$ cat config.mk
export PLATFORM = sky130hd
export DESIGN_NAME = shift_arbiter
export DESIGN_NICKNAME = d
export VERILOG_FILES = /design/src/rtl/shift_arb_pkg.sv /design/src/rtl/barrel_shifter.sv /design/src/rtl/shift_arbiter.sv
export SDC_FILE = /design/constraint.sdc
export NUM_CORES = 1
export LEC_CHECK = 0
export ABC_AREA = 1
export CAP_MARGIN = 10
export CORE_MARGIN = 2
export CORE_UTILIZATION = 36
export CTS_CLUSTER_DIAMETER = 150
export CTS_CLUSTER_SIZE = 20
export DETAILED_ROUTE_END_ITERATION = 6
export GPL_TIMING_DRIVEN = 0
export PLACE_DENSITY = 0.65
export SLEW_MARGIN = 20
export SYNTH_ARGS = -nofsm -noshare
export SYNTH_HDL_FRONTEND = slang
export SYNTH_SLANG_ARGS = --single-unit
export TNS_END_PERCENT = 5
$ cat constraint.sdc
create_clock -name clk -period 6.1 [get_ports clk]
set_input_delay 1.22 -clock clk [delete_from_list [all_inputs] [get_ports clk]]
set_output_delay 1.22 -clock clk [all_outputs]
set_load 0.03 [all_outputs]
$ cat src/rtl/shift_arb_pkg.sv
// Shared types and the round-robin pick helper for the shift arbiter.
// Imported by the arbiter top and by its rotate unit.
package shift_arb_pkg;

    typedef enum logic {
        DIR_LEFT  = 1'b0,
        DIR_RIGHT = 1'b1
    } shift_dir_e;

    // Upper bound on requesters the pick helper can search.
    localparam int MAX_REQ = 32;
    localparam int IDX_W   = $clog2(MAX_REQ);

    typedef struct packed {
        logic found;
        int   idx;
    } rr_pick_t;

    // First set bit of valid, searching upward from ptr and wrapping at num_req.
    function automatic rr_pick_t rr_pick(input logic [MAX_REQ-1:0] valid,
                                         input int                 ptr,
                                         input int                 num_req);
        rr_pick_t res;
        int       cand;
        res.found = 1'b0;
        res.idx   = 0;
        for (int k = 0; k < MAX_REQ; k++) begin
            cand = ptr + k;
            if (cand >= num_req) begin
                cand = cand - num_req;
            end
            if (k < num_req && !res.found && valid[cand[IDX_W-1:0]]) begin
                res.found = 1'b1;
                res.idx   = cand;
            end
        end
        return res;
    endfunction

endpackage

$ cat src/rtl/barrel_shifter.sv
// Combinational rotator: bits leaving one end re-enter at the other.
// WIDTH must be a power of two so the source index wraps for free.
module barrel_shifter
    import shift_arb_pkg::*;
#(
    parameter int WIDTH       = 8,
    parameter int SHAMT_WIDTH = $clog2(WIDTH)
) (
    input  logic [WIDTH-1:0]       data,
    input  logic [SHAMT_WIDTH-1:0] shamt,
    input  shift_dir_e             dir,
    output logic [WIDTH-1:0]       result
);

    logic [SHAMT_WIDTH-1:0] src;

    // Output bit i takes source bit i-shamt (left) or i+shamt (right), modulo WIDTH.
    always_comb begin
        result = '0;
        src    = '0;
        for (int i = 0; i < WIDTH; i++) begin
            if (dir == DIR_RIGHT) begin
                src = SHAMT_WIDTH'(i) + shamt;
            end else begin
                src = SHAMT_WIDTH'(i) - shamt;
            end
            result[i] = data[src];
        end
    end

endmodule

$ cat src/rtl/shift_arbiter.sv
// Round-robin arbiter sharing one rotate unit among NUM_REQ requesters,
// with a single registered result stage (1-cycle latency, full throughput).
module shift_arbiter
    import shift_arb_pkg::*;
#(
    parameter int WIDTH   = 8,
    parameter int NUM_REQ = 4,
    localparam int SHAMT_WIDTH = $clog2(WIDTH),
    localparam int ID_WIDTH    = $clog2(NUM_REQ)
) (
    input  logic                                  clk,
    input  logic                                  rst,
    input  logic [NUM_REQ-1:0]                    req_valid,
    output logic [NUM_REQ-1:0]                    req_ready,
    input  logic [NUM_REQ-1:0][WIDTH-1:0]         req_data,
    input  logic [NUM_REQ-1:0][SHAMT_WIDTH-1:0]   req_shamt,
    input  logic [NUM_REQ-1:0]                    req_dir,
    output logic                                  rsp_valid,
    input  logic                                  rsp_ready,
    output logic [WIDTH-1:0]                      rsp_data,
    output logic [ID_WIDTH-1:0]                   rsp_id
);

    logic [ID_WIDTH-1:0]    rr_ptr;
    logic                   can_accept;
    rr_pick_t               pick;
    logic                   grant_vld;
    logic [ID_WIDTH-1:0]    grant_idx;
    logic [WIDTH-1:0]       op_data;
    logic [SHAMT_WIDTH-1:0] op_shamt;
    shift_dir_e             op_dir;
    logic [WIDTH-1:0]       rot_data;

    always_comb begin
        can_accept = !rsp_valid || rsp_ready;
        pick       = rr_pick(MAX_REQ'(req_valid), int'(rr_ptr), NUM_REQ);
        grant_idx  = ID_WIDTH'(pick.idx);
        grant_vld  = can_accept && pick.found;
        req_ready  = '0;
        if (grant_vld) begin
            req_ready[grant_idx] = 1'b1;
        end
        op_data  = req_data[grant_idx];
        op_shamt = req_shamt[grant_idx];
        op_dir   = shift_dir_e'(req_dir[grant_idx]);
    end

    barrel_shifter #(
        .WIDTH       (WIDTH),
        .SHAMT_WIDTH (SHAMT_WIDTH)
    ) u_rot (
        .data   (op_data),
        .shamt  (op_shamt),
        .dir    (op_dir),
        .result (rot_data)
    );

    // A new accept overrides a drain in the same cycle, so the stage never bubbles.
    always_ff @(posedge clk) begin
        if (rst) begin
            rsp_valid <= 1'b0;
            rsp_data  <= '0;
            rsp_id    <= '0;
            rr_ptr    <= '0;
        end else if (grant_vld) begin
            rsp_valid <= 1'b1;
            rsp_data  <= rot_data;
            rsp_id    <= grant_idx;
            if (grant_idx == ID_WIDTH'(NUM_REQ - 1)) begin
                rr_ptr <= '0;
            end else begin
                rr_ptr <= grant_idx + 1'b1;
            end
        end else if (rsp_ready) begin
            rsp_valid <= 1'b0;
        end
    end

endmodule
==> flow_summary.yaml <==
sta:
  rsz0062_at_grt: "no"
  setup_violations: 0
  worst_clock_skew_ns: 0.00154
  min_period_ns: 5.16
  setup_tns_ns: 0
  slew_headroom: 0.731
  timing.final.ws_setup_ns: 0.937
  report.final.slew_viol_count: 0
  tightest_slew_ns: 0.404
  min_period_over_period: 0.846
  max_freq_mhz: 194
  finalHoldViolations: 0
final_layout:
  drive_gt1_frac: 0.0905
  final_nets: 519
  mostFrequentLayoutCells: "nand2_1 (140), nand3_1 (88), clkdlybuf4s50_1 (69), inv_1 (47), nand3b_1 (14)"
  multi_input_area_um2: 1490
  fillCellCount: 589
  area_growth_syn_to_layout_pct: 40.0
  antenna_cells: 0
  layout_commonest_cell: "nand2_1"
  final_cell_area_um2: 2890
  regArea_um2: 260
drt:
  wl_mm: 5.58
  vias_per_cell: 4.80
  drc: 0
  initialDrtViolationCount: 77
  dr.pass1.iters: 4
  wl_per_cell_um: 10.6
  via_count: 2522
  postRouteAntennaNets: 0
clock_tree:
  clock_path_buffers: 2
  cts_buffers: 3
  post_cts_buffers: 0
  htreeDepth: 1
  cts_tree: "done"
  path_clk_slew_ns: 0.05
  cts_hold_buf: 0
  clkLatencyLatePin_ns: 0.24
  cts_resized: 0
  clock-root-buffer: "clkbuf_8"
  cts.sinks: 13
setup_path:
  worstPathRequired_ns: 4.88
  critPathKind: "input pin to output port"
  endpoint_kind: "output port"
  worstPathArrival_ns: 3.94
  regToRegSetupSlack_ns: 2.61
  path_max_fanout: 11
  cp-start-kind: "input pin"
grt:
  antenna_found_initial: 0
  grt_pass1_wl_mm: 9.87
  grt_pass1_vias: 2389
  overflow: 0
  grt_max_degree: 12
  grt_use_total: 0.185
min_path:
  worstHoldPathType: "flip-flop to flip-flop"
place:
  place_ws_ns: 0.922
  post_dp_cell_area_um2: 2850
  finalWeightedCongestion: 0.856
  port_buffers: 69
  hpwl_mm: 4.68
floorplan:
  die_w_um: 79.7
  die_height_um: 79.7
  rows: 27
  initial_core_util: 0.375
  io_pins: 70
  dieArea_um2: 6360
  core_um2: 5510
synthesis:
  ys_warn_count: 0
  syn_nets: 445
  syn_area_per_cell_um2: 5.43
  synth.distinct_cells: 21
  ys_seq_elements: 13
  synth_area_um2: 2060
  yosysSeqAreaShare: 0.126
  syn-instance-count: 380
job:
  max-cap-violations: 0
run_status:
  outcome: "complete, no violations"
## logic make-up after synthesis
logic type	Yosys count	synth area share
and+or+nand+nor	266	0.610
buffers and inverters	71	0.154
AOI/OAI and AO/OA	20	0.0497
DFF	13	0.126
adders and majority gates	10	0.0606
## critical path, stage by stage
cell,delay (ns)
clkdlybuf4s50_1,0.42
inv_1,0.06
nand2_1,0.06
nand3_1,0.13
nand2_1,0.08
inv_2,0.12
nand4_1,0.15
nand2_1,0.14
nand2_4,0.09
nand2_4,0.08
buf_6,0.14
buf_2,0.24
ha_1,0.19
inv_1,0.04
nor2_1,0.09
clkdlybuf4s50_1,0.67
## final cells by class
| cell class | count | area share |
|---|---|---|
| multi-input cells | 296 | 0.514 |
| flip-flops and latches | 13 | 0.0900 |
| plain buffers | 16 | 0.0385 |
| inverters | 55 | 0.0714 |
| well taps | 72 | 0.0312 |
| clock buffers | 4 | 0.0156 |
| repair buffers | 69 | 0.239 |
## per-layer routing
| layer | part of all wire | GRT usage | routed length (um) |
|---|---|---|---|
| met1 | 0.47 | 0.229 | 2640 |
| met2 | 0.47 | 0.342 | 2610 |
| met3 | 0.057 | 0.0226 | 317 |
| met4 | 0.0034 | 0.0379 | 19 |
| met5 | 0 | 0 | 0 |
## path summary, 6_finish.rpt
path | from | end | cells after the start
max | req_valid[3] | req_ready[2] | 16
min | rsp_data[2] | rsp_data[2] | 2
max reg2reg | rr_ptr[0] | rsp_data[0] | 23
min reg2reg | rsp_data[2] | rsp_data[2] | 2
## through the flow
step	utilization	std cells	hold slack (ns)
4_1_cts	0.525	525	0.465
2_1_floorplan	-	380	0.581
3_3_place_gp	0.517	521	0.455
6_report	0.525	525	0.461
3_5_place_dp	0.517	521	0.456
5_1_grt	0.525	525	0.480
## sequential cells by signal, summed over array words and instances, names as in the netlist
register / count
rr_ptr: 2
rsp_id: 2
rsp_data: 8
rsp_valid: 1
## synthesized netlist by cell type (all sizes together)
master / instances / area (um2)
nand4: 3 / 18.8
clkbuf: 2 / 7.51
nor2: 5 / 18.8
nand3b: 14 / 105
a21oi: 12 / 60.1
o211ai: 1 / 7.51
nand2: 150 / 608
inv: 55 / 206
ha: 10 / 125
o21ai: 7 / 35.0
buf: 14 / 104
dfxtp: 13 / 260
nand3: 94 / 508
Power is left out: the tool's default activity adds up to more than one toggle a clock period on the data nets, which glitch-free logic cannot reach.
